`src/rtl/cnn_pkg.sv`:
```
// Shared constants, FSM encoding and lane helper for the dot-product accumulator.
package cnn_pkg;
  localparam int LANES  = 16;
  localparam int DW     = 8;
  localparam int ACC_W  = 32;
  localparam int LEN_W  = 8;
  localparam int WORD_W = 128;
  localparam int PROD_W = 2 * DW;
  localparam int SUM_W  = 2 * DW + 4;

  typedef enum logic [1:0] {IDLE, ACCUM, DRAIN} state_t;

  function automatic logic signed [DW-1:0] lane(input logic [WORD_W-1:0] word, input int idx);
    return word[idx*DW +: DW];
  endfunction
endpackage

```
`src/rtl/dot_accum_engine_if.sv`:
```
// Beat input, config and result handshake bundle for dot_accum_engine.
interface dot_accum_engine_if;
  import cnn_pkg::*;
  logic [LEN_W-1:0]  cfg_len;
  logic              in_valid;
  logic              in_ready;
  logic [WORD_W-1:0] img_data;
  logic [WORD_W-1:0] wgt_data;
  logic              out_valid;
  logic              out_ready;
  logic [ACC_W-1:0]  out_data;
  logic              busy;

  modport master (output cfg_len, in_valid, img_data, wgt_data, out_ready,
                  input  in_ready, out_valid, out_data, busy);
  modport slave  (input  cfg_len, in_valid, img_data, wgt_data, out_ready,
                  output in_ready, out_valid, out_data, busy);
endinterface

```
`src/rtl/dot_accum_engine_lane_mult_tree.sv`:
```
// Two-stage lane multiply + adder tree: S1 registers products, S2 registers their sum.
module lane_mult_tree
  import cnn_pkg::*;
(
  input  logic                    clk,
  input  logic                    rst,
  input  logic                    in_valid,
  input  logic [WORD_W-1:0]       img,
  input  logic [WORD_W-1:0]       wgt,
  output logic                    s1_valid,
  output logic                    out_valid,
  output logic signed [SUM_W-1:0] sum
);
  localparam int STAGES = 2;

  logic [STAGES:1]          vld_pipe;
  logic signed [PROD_W-1:0] prod_q [LANES];
  logic signed [SUM_W-1:0]  tree_sum;

  always_ff @(posedge clk) begin
    if (rst) vld_pipe <= '0;
    else     vld_pipe <= {vld_pipe[1], in_valid};
  end

  // Data stages carry no reset; the valid pipe qualifies them.
  always_ff @(posedge clk) begin
    for (int i = 0; i < LANES; i++)
      prod_q[i] <= PROD_W'(lane(img, i)) * PROD_W'(lane(wgt, i));
  end

  always_comb begin
    tree_sum = '0;
    for (int i = 0; i < LANES; i++)
      tree_sum = tree_sum + SUM_W'(prod_q[i]);
  end

  always_ff @(posedge clk) sum <= tree_sum;

  assign s1_valid  = vld_pipe[1];
  assign out_valid = vld_pipe[2];
endmodule

```
`src/rtl/dot_accum_engine.sv`:
```
// Accumulates cfg_len beats of 16-lane dot products into one result with a single-entry output slot.
module dot_accum_engine
  import cnn_pkg::*;
(
  input  logic              clk,
  input  logic              rst,
  dot_accum_engine_if.slave bus
);
  state_t                  state;
  logic [LEN_W:0]          len_q, count, len_eff;
  logic [1:0]              dcnt;
  logic signed [ACC_W-1:0] acc;
  logic                    accept, slot_free, s1_valid, s2_valid;
  logic signed [SUM_W-1:0] s2_sum;

  assign accept    = bus.in_valid && bus.in_ready;
  assign slot_free = !bus.out_valid || bus.out_ready;
  assign len_eff   = (bus.cfg_len == '0) ? {1'b1, {LEN_W{1'b0}}} : {1'b0, bus.cfg_len};
  assign bus.busy  = (state != IDLE) || s1_valid || s2_valid;

  lane_mult_tree u_tree (
    .clk       (clk),
    .rst       (rst),
    .in_valid  (accept),
    .img       (bus.img_data),
    .wgt       (bus.wgt_data),
    .s1_valid  (s1_valid),
    .out_valid (s2_valid),
    .sum       (s2_sum)
  );

  always_ff @(posedge clk) begin
    if (rst) begin
      state         <= IDLE;
      bus.in_ready  <= 1'b0;
      len_q         <= '0;
      count         <= '0;
      dcnt          <= '0;
      acc           <= '0;
      bus.out_valid <= 1'b0;
      bus.out_data  <= '0;
    end else begin
      if (s2_valid) acc <= acc + ACC_W'(s2_sum);
      if (bus.out_valid && bus.out_ready) bus.out_valid <= 1'b0;
      case (state)
        IDLE: begin
          bus.in_ready <= 1'b1;
          if (accept) begin
            len_q <= len_eff;
            count <= (LEN_W+1)'(1);
            dcnt  <= '0;
            if (len_eff == (LEN_W+1)'(1)) begin
              state        <= DRAIN;
              bus.in_ready <= 1'b0;
            end else begin
              state <= ACCUM;
            end
          end
        end
        ACCUM: begin
          bus.in_ready <= 1'b1;
          if (accept) begin
            count <= count + 1'b1;
            if (count + 1'b1 == len_q) begin
              state        <= DRAIN;
              bus.in_ready <= 1'b0;
            end
          end
        end
        DRAIN: begin
          bus.in_ready <= 1'b0;
          // Two flush cycles let the last beat reach acc before it is handed off.
          if (dcnt != 2'd2) begin
            dcnt <= dcnt + 1'b1;
          end else if (slot_free) begin
            bus.out_data  <= acc;
            bus.out_valid <= 1'b1;
            acc           <= '0;
            state         <= IDLE;
            bus.in_ready  <= 1'b1;
          end
        end
        default: state <= IDLE;
      endcase
    end
  end
endmodule

```
`src/flat_wrapper.sv`:
```
// flat-port wrapper written by rule: the top's interface ports become plain ports
module dot_accum_engine_flat import cnn_pkg::*;
  (clk, rst, bus_cfg_len, bus_in_valid, bus_img_data, bus_wgt_data, bus_out_ready, bus_in_ready, bus_out_valid, bus_out_data, bus_busy);
  dot_accum_engine_if bus_i ();
  input  logic clk;
  input  logic rst;
  input wire logic [$bits(bus_i.cfg_len)-1:0] bus_cfg_len;
  input wire logic [$bits(bus_i.in_valid)-1:0] bus_in_valid;
  input wire logic [$bits(bus_i.img_data)-1:0] bus_img_data;
  input wire logic [$bits(bus_i.wgt_data)-1:0] bus_wgt_data;
  input wire logic [$bits(bus_i.out_ready)-1:0] bus_out_ready;
  output wire logic [$bits(bus_i.in_ready)-1:0] bus_in_ready;
  output wire logic [$bits(bus_i.out_valid)-1:0] bus_out_valid;
  output wire logic [$bits(bus_i.out_data)-1:0] bus_out_data;
  output wire logic [$bits(bus_i.busy)-1:0] bus_busy;
  assign bus_i.cfg_len = bus_cfg_len;
  assign bus_i.in_valid = bus_in_valid;
  assign bus_i.img_data = bus_img_data;
  assign bus_i.wgt_data = bus_wgt_data;
  assign bus_i.out_ready = bus_out_ready;
  assign bus_in_ready = bus_i.in_ready;
  assign bus_out_valid = bus_i.out_valid;
  assign bus_out_data = bus_i.out_data;
  assign bus_busy = bus_i.busy;
  dot_accum_engine u_core (.clk(clk), .rst(rst), .bus(bus_i));
endmodule
```
`config.mk`:
```
export PLATFORM = sky130hd
export DESIGN_NAME = dot_accum_engine_flat
export DESIGN_NICKNAME = d
export VERILOG_FILES = /design/src/rtl/cnn_pkg.sv /design/src/rtl/dot_accum_engine_if.sv /design/src/rtl/dot_accum_engine_lane_mult_tree.sv /design/src/rtl/dot_accum_engine.sv /design/src/flat_wrapper.sv
export SDC_FILE = /design/constraint.sdc
export NUM_CORES = 2
export LEC_CHECK = 0
export BUFFER_PORTS_ARGS = -buffer_cell sky130_fd_sc_hd__buf_4
export CORE_UTILIZATION = 44
export DETAILED_ROUTE_END_ITERATION = 12
export PLACE_DENSITY = 0.61
export SYNTH_ARGS = -nofsm -noshare
export SYNTH_HDL_FRONTEND = slang
export SYNTH_SLANG_ARGS = --single-unit
```
`constraint.sdc`:
```
create_clock -name clk -period 9.7 [get_ports clk]
set_input_delay 1.455 -clock clk [delete_from_list [all_inputs] [get_ports clk]]
set_output_delay 1.455 -clock clk [all_outputs]
set_load 0.01 [all_outputs]
```
; Word-level counts from Yosys, hierarchy flattened
; Memory sizes are Yosys's and may differ from the RTL's.
; Cells that the tools add are included.
[classes]
eq_ne = 11
bitwise = 1
n_reduce_logical = 17
mux = 29
n_addsub = 18
multipliers = 16
[op_table]
columns = cell, n
row1 = $mul A8 B8 Y16, 16
row2 = $add A20 B16 Y20, 11
row3 = $mux W32, 4
row4 = $add A32 B20 Y32, 1
row5 = $mux W9, 3
row6 = $add A19 B16 Y20, 1
row7 = $add A18 B16 Y19, 1
row8 = $add A17 B16 Y18, 1
row9 = $pmux W9 S2, 1
row10 = $add A16 B16 Y17, 1
row11 = $mux W2, 8
row12 = $mux W1, 10
row13 = $add A9 B1 Y9 const B, 1
row14 = $eq A9 B1 Y1 const B, 1
row15 = $eq A9 B9 Y1, 1
row16 = $reduce_and A3 Y1, 3
row17 = $logic_not A8 Y1, 1
row18 = $ne A2 B2 Y1 const B, 4
row19 = $ne A2 B1 Y1 const B, 3
row20 = $pmux W2 S3, 1
row21 = $reduce_bool A2 Y1, 3
row22 = $reduce_and A5 Y1, 1
row23 = $pmux W2 S2, 1
row24 = $logic_or A1 B1 Y1, 3
row25 = 10 further kinds, 11
[word_totals]
reg_bits = 110
out_inout_bits = 35
wordCells = 103
memories = 1
mem_bits_rw = 256
in_bits = 268
[memory_table]
columns = name, words, width, rd, rd_clocked_by_memory_dff, write_ports, line
row1 = u_core.u_tree.prod_q, 16, 16, 16, 0, 16, dot_accum_engine_lane_mult_tree.sv:17  ; logic signed [PROD_W-1:0] prod_q [LANES];

; Longest topological paths before layout
[depth]
word_depth = 15
depth_mapped = 23
mapped_depth_nobuf = 23

; Modules after synthesis
; A second synthesis with hierarchy kept.
[unflattened]
cells_unflattened = 5885
area_unflattened_um2 = 56294.0
[by_module_without_submodules]
columns = mod, seq_area_each_um2, cells_each, n_inst, area_each_um2
row1 = lane_mult_tree, 5565.3, 5258, 1, 51132.8
row2 = dot_accum_engine, 1761.7, 627, 1, 5161.2

; Least setup slack after synthesis
; OpenSTA, ideal clock, no wires.
[synth_timing]
path_kind = register to register
startpoint = memory u_core.u_tree.prod_q[0][66] in the netlist's numbering
endpoint = register u_core.u_tree.sum[18]
t_required_ns = 9.628
arrival_ns = 5.527
period_less_slack_ns = 5.599
path_slack_ns = 4.101
setup_time_ns = 0.072
path_buffers = 0
path_stages_with_launch = 22
path_cell_list = dfxtp_1 inv_1 fa_1 fa_1 inv_1 fa_1 fa_1 fa_1 inv_1 fa_1 inv_1 ha_1 fa_1 a21oi_1 o21bai_1 a21oi_1 o21ai_0 a211oi_1 nor3_1 a2111o_1 a21oi_1 xnor2_1
[synth_rtl]
columns = element, line
row1 = "start, declared", dot_accum_engine_lane_mult_tree.sv:17
row2 = "end signal, assigned", dot_accum_engine_lane_mult_tree.sv:37  ; always_ff @(posedge clk) sum <= tree_sum;
row3 = "end, declared", dot_accum_engine_lane_mult_tree.sv:12  ; output logic signed [SUM_W-1:0] sum

==> summary.txt <==
Run status
  – Status: completed

Logic synthesis
  – Seq cells post-synth: 366
  – Netlist Area Pre-Place: roughly 56000 µm²
  – Seq/Total Area, Yosys: 13.1%
  – Yosys Warn Count: 0
  – Ys async rst share: 0%
  – Post-synth cell types: 63
  – Post-synth EDFFs: 0
  – Main synth FF type: dfxtp_1
  – Cells after synthesis: around 6000
  – Syn_area_per_cell: 9.45 µm²
  – Mapped Nets: 7813

Floorplanning
  – Io pins: 303
  – Die X: about 360 µm
  – Core area: between 100000 and 150000 µm²
  – Placement Rows: 130
  – Initial Utilization: 44.4%
  – Die ar.: 128000 µm²
  – Die H: 358 µm

Route
  – DR DRC count: 0
  – Final wirelength: ~130 mm
  – Via count: 37693
  – Wire length per cell: 16.2 µm
  – Total iterations of the first detailed-routing run: 7
  – Initial DRC count: roughly 1900
  – Vias per Instance: between 4 and 5
  – Final ANT Viol Nets: 0

Critical path
  – Top Family by Delay on Critical Path: adder cells
  – Setup slack, reg-to-reg: 3620 ps
  – Worst path depth: 21
  – Crit path cell chain: fa_1 -> inv_1 -> fa_1 -> inv_1 -> fa_1 -> fa_1 -> fa_1 -> inv_1 -> fa_1 -> inv_1 -> ha_1 -> fa_1 -> a21oi_1 -> o21bai_1 -> a21oi_1 -> o21ai_0 -> a211oi_1 -> nor3_1 -> a2111o_1 -> a21oi_1 -> xnor2_1
  – Startpoint Class: flop
  – Worst setup EP type: flop
  – Worst path slowest cell: fa_1
  – R2r startpoint: u_core.u_tree.prod_q[1][98]
  – Worst r2r dst: u_core.u_tree.sum[18]
  – Worst Reg-to-Reg Cells: 21
  – Most used cell, CP: fa_1
  – CP max FO: 3
  – Critical Path Max Stage Delay: 600 ps
  – Buf/Inv on CP: 4
  – Crit path to: u_core.u_tree.sum[18]
  – Worst Path Class, Setup: reg2reg
  – Critical Path Source: u_core.u_tree.prod_q[1][98]
  – Critical Path AT: 6570 ps
  – Worst EP required: 10190 ps

Place
  – Port Buffers: about 300
  – GP Congestion: 0.891
  – Final HPWL DP: 114 mm

Layout
  – Synthesis-to-layout area growth: 10.2%
  – Most frequent cells in the layout: inv_1, fa_1, and2_1
  – Commonest non-fill, non-tap cell in the layout: inv_1
  – Sequential cell area: 7330 µm²
  – Layout cells sized above 1: between 6 and 7%
  – Nets@finish: between 8000 and 9000
  – Layout filler cell count: 12028
  – Area of the multi-input gates: 42600 µm²

Clock network
  – Hold bufs inserted after CTS: 0
  – Maximum buffer depth of the clock tree: 3
  – Root Buffer: clkbuf_16
  – Reg clk slew, reported paths: 60 ps
  – CTS tree: yes
  – CTS Buf Count: between 40 and 50
  – Clk_lat worst skew: a little under 600 ps
  – Clock sinks: 366
  – Post-CTS Setup Bufs: 0
  – CTS HTree Levels: 2
  – CTS resizes: 0

Hold path
  – Hold wc startpoint: u_core.bus.out_data[2]
  – Hold path depth: 2
  – Hold/Removal Path Class: reg2reg

Timing
  – Slew @ Worst Pin: 818 ps
  – Final-report hold violation count: 0
  – Final Skew: 29.1 ps
  – Final-report setup violation count: 0
  – Post-route minimum period: 6080 ps
  – Setup Total Neg Slack: 0 ps
  – Slew Viols, Final: 0
  – Unrepaired setup endpoints after global routing: no
  – Period utilization: 62.7%
  – Fmax: 164 MHz
  – Max-slew headroom: 45.4%

Job
  – Max-Cap Viols: 0

GRT
  – Initial antenna violation count: 16
  – Largest net degree at the start of global routing: slightly above 60
  – Total GRT Usage: 21.0%
  – First-pass GRT wire length: 213 mm
  – Grt ovf: 0
  – Vias in the first global route: 40334
## layout make-up
| class | instances | area share (%) |
|---|---|---|
| antenna | 8 | 0.0326 |
| clock buffer | 58 | 1.97 |
| clock inverter | 23 | 0.431 |
| inverter | 1516 | 9.25 |
| multi-input combinational | 3979 | 69.3 |
| sequential | 366 | 11.9 |
| tap | 1650 | 3.36 |
| timing repair buffer | 307 | 3.75 |
## metrics by stage
stage          util, %  instance area, µm²  hold slack, ps  cells  worst slack, ps
6_report          48.9               61500             456   7907             3620
5_1_grt           48.9               61500             479   7903             3280
4_1_cts           48.9               61500             457   7899             3570
3_5_place_dp      47.7               60000             448   7818             3610
3_3_place_gp      47.7               60000             443   7818             3670
2_1_floorplan        -               55800             432   5906             4100
## logic make-up (layout without fill, tap and decap cells)
kind of cell | Yosys count | count (layout) | share of synthesized area, %
fa+ha+maj | 1639 | 1639 | 51.7
other cells | 0 | 8 | 0
xor+xnor | 261 | 261 | 4.10
compound gates | 490 | 490 | 5.64
flops | 366 | 366 | 13.1
buf+inv | 1561 | 1904 | 10.5
mux | 25 | 25 | 0.453
simple gates | 1564 | 1564 | 14.4
## cells in the mapped netlist (43+ instances only)
cell / instances / area [µm²]
a21boi_0: 64 / 480
a21oi_1: 142 / 711
and2_1: 612 / 3830
clkbuf_1: 43 / 161
dfxtp_1: 366 / 7330
fa_1: 1113 / 22300
ha_1: 526 / 6580
inv_1: 1515 / 5690
nand2_1: 455 / 1710
nand2b_1: 126 / 788
nor2_1: 214 / 803
nor3_1: 43 / 215
o21ai_0: 105 / 526
xnor2_1: 230 / 2010
## worst min-delay path, stage by stage (launching register included)
cell and delay [ps]:
dfxtp_1 310, nand2_1 50, a21oi_1 50
## per-layer routing
| metal | up-vias | part of all wire, % | track usage (%) |
|---|---|---|---|
| met3 | 92 | 3.4 | 2.06 |
| met4 | 12 | 0.99 | 2.67 |
| li1 | 18242 | - | - |
| met2 | 550 | 48 | 35.4 |
| met5 | - | 0.054 | 0 |
| met1 | 18797 | 47 | 29.9 |
## state kept, by name (all words and copies together), names as in the netlist
register / cells
u_core.acc: 32
u_core.bus.in_ready: 1
u_core.bus.out_data: 32
u_core.bus.out_valid: 1
u_core.count: 9
u_core.dcnt: 2
u_core.len_q: 9
u_core.state: 2
u_core.u_tree.prod_q: 256
u_core.u_tree.sum: 20
u_core.u_tree.vld_pipe: 2
## how the worst min path moves through the flow
| stage | endpoint | slack, ps |
|---|---|---|
| 6_report | u_core.bus.out_data[2] | 460 |
| 5_1_grt | u_core.bus.out_data[0] | 480 |
| 4_1_cts | u_core.bus.out_data[27] | 460 |
| 3_5_place_dp | u_core.bus.out_data[27] | 450 |
| 3_3_place_gp | u_core.bus.out_data[30] | 440 |
| 2_1_floorplan | u_core.u_tree.sum[0] | 430 |
Power is not shown: default switching activity piles up to over one toggle a cycle in this logic, so the estimate is an artifact.
